`config.mk`:
```
export PLATFORM = sky130hd
export DESIGN_NAME = circuit1_sweep_ctrl_flat
export DESIGN_NICKNAME = d
export VERILOG_FILES = /design/src/rtl/circuit1_pkg.sv /design/src/rtl/circuit1_sweep_ctrl_if.sv /design/src/rtl/circuit1_vec_seq.sv /design/src/rtl/circuit1_sweep_ctrl.sv /design/src/flat_wrapper.sv
export SDC_FILE = /design/constraint.sdc
export NUM_CORES = 1
export LEC_CHECK = 0
export ABC_CLOCK_PERIOD_IN_PS = 6000
export CAP_MARGIN = 30
export CORE_ASPECT_RATIO = 0.6
export CORE_MARGIN = 8
export CORE_UTILIZATION = 50
export CTS_CLUSTER_DIAMETER = 30
export CTS_CLUSTER_SIZE = 40
export DETAILED_ROUTE_END_ITERATION = 12
export GPL_TIMING_DRIVEN = 0
export PLACE_DENSITY = 0.91
export SYNTH_ARGS = -nofsm -noshare
export SYNTH_HDL_FRONTEND = slang
export SYNTH_SLANG_ARGS = --single-unit
export TNS_END_PERCENT = 5
```
`constraint.sdc`:
```
create_clock -name clk -period 6 [get_ports clk]
set_clock_uncertainty 0.1 [all_clocks]
set_input_delay 1.2 -clock clk [delete_from_list [all_inputs] [get_ports clk]]
set_output_delay 1.2 -clock clk [all_outputs]
set_load 0.005 [all_outputs]
```
`src/rtl/circuit1_pkg.sv`:
```
// Shared constants and FSM encoding for the circuit_1 sweep controller and its bench.
package circuit1_pkg;

    typedef enum logic [1:0] {
        ST_IDLE   = 2'd0,
        ST_DRIVE  = 2'd1,
        ST_SAMPLE = 2'd2,
        ST_DONE   = 2'd3
    } sweep_state_t;

    localparam int N_IN_DEF   = 3;
    localparam int SETTLE_DEF = 2;

    // Golden truth table of circuit_1 (majority of a,b,c), bit i = y for input value i.
    localparam logic [7:0] CIRCUIT1_EXPECTED = 8'hE8;

endpackage

```
`src/rtl/circuit1_sweep_ctrl_if.sv`:
```
// Handshake/bus bundle between the sweep controller, circuit_1 and its user.
interface circuit1_sweep_ctrl_if
    import circuit1_pkg::*;
#(
    parameter int N_IN = N_IN_DEF
);
    logic                 start;
    logic [2**N_IN-1:0]   expected;
    logic [N_IN-1:0]      drive;
    logic                 y_in;
    logic                 busy;
    logic                 done;
    logic [2**N_IN-1:0]   table_out;
    logic [2**N_IN-1:0]   mismatch_mask;
    logic                 pass;

    modport master (
        output start, expected, y_in,
        input  drive, busy, done, table_out, mismatch_mask, pass
    );

    modport slave (
        input  start, expected, y_in,
        output drive, busy, done, table_out, mismatch_mask, pass
    );
endinterface

```
`src/rtl/circuit1_vec_seq.sv`:
```
// Vector index counter plus index->drive-code mapping.
// Build option SWEEP_GRAY_EN: drive in Gray order so one circuit_1 input toggles per step.
module circuit1_vec_seq #(
    parameter int N_IN = 3
) (
    input  logic            clk,
    input  logic            rst,
    input  logic            i_load,
    input  logic            i_inc,
    output logic [N_IN-1:0] o_code,
    output logic            o_last
);
    logic [N_IN-1:0] r_idx;
    logic [N_IN-1:0] r_code;
    logic [N_IN-1:0] w_idx_nxt;

    function automatic logic [N_IN-1:0] code(input logic [N_IN-1:0] v);
`ifdef SWEEP_GRAY_EN
        return v ^ (v >> 1);
`else
        return v;
`endif
    endfunction

    assign w_idx_nxt = r_idx + N_IN'(1);

    // r_code is the registered drive value; it holds after the sweep and clears only on rst.
    always_ff @(posedge clk) begin
        if (rst) begin
            r_idx  <= '0;
            r_code <= '0;
        end else if (i_load) begin
            r_idx  <= '0;
            r_code <= code('0);
        end else if (i_inc) begin
            r_idx  <= w_idx_nxt;
            r_code <= code(w_idx_nxt);
        end
    end

    assign o_code = r_code;
    assign o_last = (r_idx == '1);
endmodule

```
`src/rtl/circuit1_sweep_ctrl.sv`:
```
// Sweeps every input combination through circuit_1, captures its truth table and
// compares it with a golden table. Build option SWEEP_GRAY_EN selects Gray drive order.
module circuit1_sweep_ctrl
    import circuit1_pkg::*;
#(
    parameter int N_IN          = N_IN_DEF,
    parameter int SETTLE_CYCLES = SETTLE_DEF
) (
    input  logic                  clk,
    input  logic                  rst,
    circuit1_sweep_ctrl_if.slave  bus
);
    localparam int TW = 2**N_IN;
    localparam int CW = (SETTLE_CYCLES > 1) ? $clog2(SETTLE_CYCLES) : 1;

    sweep_state_t     r_state, w_next;
    logic [CW-1:0]    r_cnt;
    logic [TW-1:0]    r_expected, r_table, r_mask, w_table_upd;
    logic             r_busy, r_done, r_pass;
    logic             w_load, w_inc, w_last, w_settled;
    logic [N_IN-1:0]  w_code;

    circuit1_vec_seq #(.N_IN(N_IN)) u_seq (
        .clk    (clk),
        .rst    (rst),
        .i_load (w_load),
        .i_inc  (w_inc),
        .o_code (w_code),
        .o_last (w_last)
    );

    assign w_settled = (r_cnt == CW'(SETTLE_CYCLES - 1));

    always_ff @(posedge clk) begin
        if (rst) r_state <= ST_IDLE;
        else     r_state <= w_next;
    end

    always_comb begin
        w_next      = r_state;
        w_load      = 1'b0;
        w_inc       = 1'b0;
        w_table_upd = r_table;
        // table is indexed by the applied input value, not the step number
        w_table_upd[w_code] = bus.y_in;
        case (r_state)
            ST_IDLE: begin
                if (bus.start) begin
                    w_next = ST_DRIVE;
                    w_load = 1'b1;
                end
            end
            ST_DRIVE:  if (w_settled) w_next = ST_SAMPLE;
            ST_SAMPLE: begin
                if (w_last) begin
                    w_next = ST_DONE;
                end else begin
                    w_next = ST_DRIVE;
                    w_inc  = 1'b1;
                end
            end
            ST_DONE:   w_next = ST_IDLE;
            default:   w_next = ST_IDLE;
        endcase
    end

    always_ff @(posedge clk) begin
        if (rst) begin
            r_cnt      <= '0;
            r_expected <= '0;
            r_table    <= '0;
            r_mask     <= '0;
            r_pass     <= 1'b0;
            r_busy     <= 1'b0;
            r_done     <= 1'b0;
        end else begin
            r_busy <= (w_next == ST_DRIVE) || (w_next == ST_SAMPLE);
            r_done <= (w_next == ST_DONE);
            case (r_state)
                ST_IDLE: begin
                    if (bus.start) begin
                        r_expected <= bus.expected;
                        r_table    <= '0;
                        r_mask     <= '0;
                        r_pass     <= 1'b0;
                        r_cnt      <= '0;
                    end
                end
                ST_DRIVE: if (!w_settled) r_cnt <= r_cnt + CW'(1);
                ST_SAMPLE: begin
                    r_table <= w_table_upd;
                    if (w_last) begin
                        r_mask <= w_table_upd ^ r_expected;
                        r_pass <= ((w_table_upd ^ r_expected) == '0);
                    end else begin
                        r_cnt  <= '0;
                    end
                end
                default: ;
            endcase
        end
    end

    assign bus.drive         = w_code;
    assign bus.busy          = r_busy;
    assign bus.done          = r_done;
    assign bus.table_out     = r_table;
    assign bus.mismatch_mask = r_mask;
    assign bus.pass          = r_pass;
endmodule

```
`src/flat_wrapper.sv`:
```
// flat-port wrapper written by rule: the top's interface ports become plain ports
module circuit1_sweep_ctrl_flat import circuit1_pkg::*;
#(
    parameter int N_IN          = N_IN_DEF,
    parameter int SETTLE_CYCLES = SETTLE_DEF
)
  (clk, rst, bus_start, bus_expected, bus_y_in, bus_drive, bus_busy, bus_done, bus_table_out, bus_mismatch_mask, bus_pass);
  circuit1_sweep_ctrl_if #(.N_IN(N_IN)) bus_i ();
  input  logic clk;
  input  logic rst;
  input wire logic [$bits(bus_i.start)-1:0] bus_start;
  input wire logic [$bits(bus_i.expected)-1:0] bus_expected;
  input wire logic [$bits(bus_i.y_in)-1:0] bus_y_in;
  output wire logic [$bits(bus_i.drive)-1:0] bus_drive;
  output wire logic [$bits(bus_i.busy)-1:0] bus_busy;
  output wire logic [$bits(bus_i.done)-1:0] bus_done;
  output wire logic [$bits(bus_i.table_out)-1:0] bus_table_out;
  output wire logic [$bits(bus_i.mismatch_mask)-1:0] bus_mismatch_mask;
  output wire logic [$bits(bus_i.pass)-1:0] bus_pass;
  assign bus_i.start = bus_start;
  assign bus_i.expected = bus_expected;
  assign bus_i.y_in = bus_y_in;
  assign bus_drive = bus_i.drive;
  assign bus_busy = bus_i.busy;
  assign bus_done = bus_i.done;
  assign bus_table_out = bus_i.table_out;
  assign bus_mismatch_mask = bus_i.mismatch_mask;
  assign bus_pass = bus_i.pass;
  circuit1_sweep_ctrl #(.N_IN(N_IN), .SETTLE_CYCLES(SETTLE_CYCLES)) u_core (.clk(clk), .rst(rst), .bus(bus_i));
endmodule
```
**Yosys cells after proc, flatten, opt, wreduce, memory -nomap -nowiden**

Index checks and enable logic that the tools add are counted.
W data, S select, Z words.

- Output and inout bits: 22
- Logic and storage cells: 56
- Input bits: 12
- Register bits: 33

- $lt $le $gt $ge: 2
- Bitwise logic cells: 1
- Multiplexer cells: 21
- Equality and inequality tests: 10
- Add/sub/neg operators: 2
- Reductions and logical operators: 11

Operators by type and width:

| cell | number |
|---|---|
| $pmux W8 S2 | 2 |
| $mux W8 | 2 |
| $mux W1 | 9 |
| $bwmux W8 | 1 |
| $eq A2 B2 Y1 const B | 4 |
| $logic_not A8 Y1 | 1 |
| $pmux W2 S4 | 1 |
| $xor A8 B8 Y8 | 1 |
| $mux W2 | 3 |
| $ne A2 B2 Y1 const B | 3 |
| $reduce_and A3 Y1 | 2 |
| $eq A2 B1 Y1 const B | 2 |
| $lt A3 B4 Y1 const B | 1 |
| $reduce_and A2 Y1 | 2 |
| $add A3 B1 Y3 const B | 1 |
| $demux W1 S3 | 1 |
| $eq A3 B3 Y1 const B | 1 |
| $ge A3 B1 Y1 const B | 1 |
| $pmux W1 S3 | 1 |
| $reduce_bool A3 Y1 | 1 |
| $logic_not A2 Y1 | 1 |
| $pmux W1 S2 | 1 |
| $reduce_bool A2 Y1 | 1 |
| $reduce_or A2 Y1 | 1 |
| other kinds (3) | 3 |

**Depth between registers and ports, before layout**

- Depth after elaboration: 9
- Depth in mapped cells: 8
- Depth with buffers taken out: 7

**Cells and area by module**

A second synthesis with hierarchy kept.

- Cell total of the unflattened synthesis: 167
- Area, all modules: 1473.9 um^2

Modules (own cells, without submodules):

| module | area each (um^2) | cells each | times used | seq. area each (um^2) |
|---|---|---|---|---|
| circuit1_sweep_ctrl | 1340.0 | 156 | 1 | 600.6 |
| circuit1_vec_seq | 133.9 | 11 | 1 | 60.1 |

**Worst setup path after synthesis**

OpenSTA, ideal clock, no wires.

- Path type: input to register
- Start: input bus_start
- End: register u_core.r_busy (netlist: u_core.bus.busy)
- Arrival: 1.987 ns
- Path slack: 3.790 ns
- Data required time: 5.778 ns
- Stages: 5
- Library setup time: 0.122 ns
- Path buffers: 0
- Cells stage by stage: nor2_1 > nor2_1 > a31o_2 > ha_1 > nor2b_1

- Word-level cells in the longest chain between the ends: 4
- Elaborated cells between the ends (all ways): 5
- Those cells by class: 2 x eq/ne; 2 x mux; 1 x reduce/logical

RTL lines:

| item | line | RTL |
|---|---|---|
| start, declared | flat_wrapper.sv:11 | `input wire logic [$bits(bus_i.start)-1:0] bus_start;` |
| $mux W2 * | circuit1_sweep_ctrl.sv:48 | `if (bus.start) begin` |
| $pmux W2 S4 * | circuit1_sweep_ctrl.sv:46 | `case (r_state)` |
| named net u_core.w_next[0] | circuit1_sweep_ctrl.sv:16 | `sweep_state_t r_state, w_next;` |
| $eq A2 B1 Y1 or $eq A2 B2 Y1 (tied branches) | circuit1_sweep_ctrl.sv:77 | `r_busy <= (w_next == ST_DRIVE) \|\| (w_next == ST_SAMPLE);` |
| $logic_or A1 B1 Y1 * | circuit1_sweep_ctrl.sv:77 |  |
| end signal, assigned | circuit1_sweep_ctrl.sv:77 |  |
| end, declared | circuit1_sweep_ctrl.sv:19 | `logic r_busy, r_done, r_pass;` |

Mark *: on every way through the listed nets, which the timed path passes. The rest lies on a longest branch.
A chain may end at the register's enable or synchronous reset.

**Worst setup path in the final report**

Same ends and word-level chain as after synthesis.

==> impl_results.md <==
* Non-Filler Cell Area, Final at 1967 sq um
* Relative slew slack at 60.37%
* Total congestion overflow after global routing at 0
* Skew-Pair Late Insertion Delay at 0.29 ns
* Number of cells upsized or downsized after cts at 0
* # setup viols final at 0
* Critical register-to-register path startpoint: u_core.u_seq.o_code[1]
* Setup repair after global routing missed its margin: no
* Crit path capture: u_core.bus.busy
* Maximum number of pins on one net before global-route repair at 12
* Mapped Area at 1484 sq um
* Boundary Pins at 34
* Required time of the critical path at 6.08 ns
* Measured slew at the worst slew-check pin at 0.5922 ns
* CTS clock-pin slew for the worst setup and hold paths at roughly 0.070 ns
* Number of antenna violations at the first check in global routing at 0
* Routability Congestion at 0.7968
* Fin. max-slew vios at 0
* Endpoint arrival time on the critical path at 2.75 ns
* Cell area after placement at 1847 sq um
* Floorplan Core Area at 2853 sq um
* Flop2flop setup slack at about 3.7 ns
* Die outline area at 5024 sq um
* Share of post-route cells with drive strength above 1 at 7.692%
* DRC viols at 0
* Total Neg Setup Slack at 0 ns
* Max-capacitance violation count at 0
* Top fanout value on the critical path at 9
* Fraction of the yosys area taken by sequential cells at 44.52%
* Count of endpoints failing hold in the final timing report at 0
* Number of global-route vias before repair at between 1000 and 1500
* Worst Hold Margin at about 0.37 ns
* Fraction of the cycle the final worst path needs at 44.54%
* Register-to-Register Path Depth at 8
* Number of flip-flops and latches in the synthesized netlist at 33
* Layout fillers at 240
* Initial cell density of the core at around 52%
* First-pass GRT wire length at 5871 microns
* Num CTS Buffers at 5
* Crit path capture type: flop
* Number of instances in the synthesized netlist at 169
* Worst reg2reg endpoint: u_core.bus.busy
* Average via count per standard cell at slightly above 5
* Total power after layout at 493.9 uW
* P per Cell Area at 251.1 nW/um^2
* TritonCTS clock tree: yes
* H-tree levels at 2
* Static Leakage at 0.0006971 uW
* Final antenna diode count at 0
* Startpoint kind of the worst setup timing path: input pin
* CTS Root Cell: sky130_fd_sc_hd__clkbuf_8
* DRC violation total after the first TritonRoute iteration at 97
* Crit path kind: input pin to flop
* Net count after synthesis at ~180
* Non-filler instance count after layout at 250
* Netlist cell types at 23
* Overall via count from detail_route at 1295
* Die Height at 58.20 microns
* Overall global routing resource usage at around 15%
* Average instance area after synthesis at 8.781 sq um
* Achievable clock frequency at ~370 MHz
* First-pass DRT Iterations at 4
* Final WL at 3533 microns
* Number of nets in the finished design at between 200 and 250
* Status: finished clean
* Row count at 15
* Worst Hold Class: flop to flop
* P&R area growth vs syn at 32.55%
* Cell count after placement at about 240
* Setup Fix Bufs, Post-CTS at 0
* Final critical-path required period at around 2.7 ns
* Width of the die at 86.33 microns
* Critical path origin: bus_start
* Maximum buffer depth of the clock tree at 2
* Post-DRT Antenna Nets at 0
* Number of port buffers at 31
* Post-detail-place hpwl at 2594 microns
* Clk sinks at 33
* Worst VDD drop at 198.7 uV
* Post-detailed-route wirelength per cell at 14.13 microns
* Number of warnings printed during yosys synthesis at 0
* Hold buffer count at cts at 0
cell families (layout without fill, tap and decap cells):
family,count (synthesis),count (layout),synth area share (%)
AO/OA/AOI/OAI,38,38,16.27
AND/OR/NAND/NOR,63,63,20.32
multiplexers,10,10,6.746
flip-flops,33,33,44.52
XOR/XNOR,9,9,5.312
buffers and inverters,13,52,4.300
adder cells (fa/ha/maj),3,3,2.530
per-layer routing:
layer	GRT usage [%]	routed length, microns	vias up
li1	-	-	666
met1	19.87	1767	585
met2	21.32	1502	37
met3	5.352	200	7
met4	8.029	62	0
met5	0	0	-
worst max-delay path, stage by stage:
cell and delay [ns]:
sky130_fd_sc_hd__clkdlybuf4s50_1 0.51, sky130_fd_sc_hd__nor2_1 0.06, sky130_fd_sc_hd__nor2_1 0.42, sky130_fd_sc_hd__a31o_2 0.20, sky130_fd_sc_hd__ha_1 0.23, sky130_fd_sc_hd__nor2b_1 0.13
per-stage QoR:
step                worst slack (ns)  util, %
floorplan                      3.790        -
detailed placement             3.041    64.74
finish                         3.328    68.95
global placement               3.096    64.74
global route                   3.214    68.95
CTS                            3.311    68.95
final cells by class:
class / instances / area (sq um) / area share, %
tap: 42 / 52.55 / 2.672
sequential: 33 / 660.6 / 33.59
inverter: 3 / 11.26 / 0.5725
clock inverter: 2 / 37.54 / 1.908
clock buffer: 6 / 82.58 / 4.198
buffer: 10 / 52.55 / 2.672
timing repair buffer: 31 / 310.3 / 15.78
multi-input combinational: 123 / 759.5 / 38.61
sequential cells by signal (all words and copies together) (netlist names):
signal                    cells
u_core.bus.done               1
u_core.bus.mismatch_mask      8
u_core.bus.busy               1
u_core.r_state                2
u_core.bus.table_out          8
u_core.r_cnt                  1
u_core.u_seq.o_code           3
u_core.bus.pass               1
u_core.r_expected             8
Yosys cell counts:
library cell | count | area [sq um]
sky130_fd_sc_hd__buf_6 | 2 | 22.52
sky130_fd_sc_hd__nand2b_1 | 1 | 6.260
sky130_fd_sc_hd__ha_1 | 3 | 37.54
sky130_fd_sc_hd__nor2b_1 | 4 | 25.02
sky130_fd_sc_hd__nor3_1 | 5 | 25.02
sky130_fd_sc_hd__nor3b_1 | 3 | 22.52
sky130_fd_sc_hd__xnor2_1 | 9 | 78.83
sky130_fd_sc_hd__and2_1 | 1 | 6.260
sky130_fd_sc_hd__and3_2 | 1 | 7.510
sky130_fd_sc_hd__inv_1 | 3 | 11.26
sky130_fd_sc_hd__a22oi_1 | 16 | 120.1
sky130_fd_sc_hd__nor2_1 | 23 | 86.33
sky130_fd_sc_hd__a21oi_1 | 9 | 45.04
sky130_fd_sc_hd__nor4b_1 | 1 | 8.760
sky130_fd_sc_hd__a31o_1 | 1 | 8.760
sky130_fd_sc_hd__nor4_1 | 2 | 12.51
sky130_fd_sc_hd__and3b_2 | 3 | 30.03
sky130_fd_sc_hd__clkbuf_1 | 8 | 30.03
sky130_fd_sc_hd__mux2i_1 | 10 | 100.1
sky130_fd_sc_hd__dfxtp_1 | 33 | 660.6
sky130_fd_sc_hd__nand2_1 | 19 | 71.32
sky130_fd_sc_hd__a31o_2 | 2 | 17.52
sky130_fd_sc_hd__o21ai_0 | 10 | 50.05
how the worst min path moves through the flow:
| stage | startpoint | end | slack [ns] | cells after the start |
|---|---|---|---|---|
| 2_1_floorplan | u_core.r_expected[0] | u_core.r_expected[0] | 0.35 | 2 |
| 3_3_place_gp | u_core.r_expected[7] | u_core.r_expected[7] | 0.35 | 2 |
| 3_5_place_dp | u_core.r_expected[1] | u_core.r_expected[1] | 0.36 | 2 |
| 4_1_cts | u_core.r_expected[1] | u_core.r_expected[1] | 0.37 | 2 |
| 5_1_grt | u_core.r_expected[7] | u_core.r_expected[7] | 0.39 | 2 |
| 6_report | u_core.r_expected[1] | u_core.r_expected[1] | 0.37 | 2 |
cells in the final DEF, fill, tap and decap left out, types with 4 or more instances in the layout:
master | netlist | layout
sky130_fd_sc_hd__clkbuf_8 | 0 | 6
sky130_fd_sc_hd__xnor2_1 | 9 | 9
sky130_fd_sc_hd__a21oi_1 | 9 | 9
sky130_fd_sc_hd__o21ai_0 | 10 | 10
sky130_fd_sc_hd__clkdlybuf4s50_1 | 0 | 31
sky130_fd_sc_hd__dfxtp_1 | 33 | 33
sky130_fd_sc_hd__nor2b_1 | 4 | 4
sky130_fd_sc_hd__a22oi_1 | 16 | 16
sky130_fd_sc_hd__nor3_1 | 5 | 5
sky130_fd_sc_hd__nand2_1 | 19 | 19
sky130_fd_sc_hd__nor2_1 | 23 | 23
sky130_fd_sc_hd__mux2i_1 | 10 | 10
sky130_fd_sc_hd__clkbuf_1 | 8 | 8
where the power goes:
part / switching [uW] / leakage, uW / internal (uW)
sequential: 3.39 / 0.000268 / 225
combinational: 24.0 / 0.000372 / 19.5
clock: 87.3 / 0.0000574 / 135
total: 115 / 0.000697 / 379
Note: power is estimated with default switching activity, not from simulation.
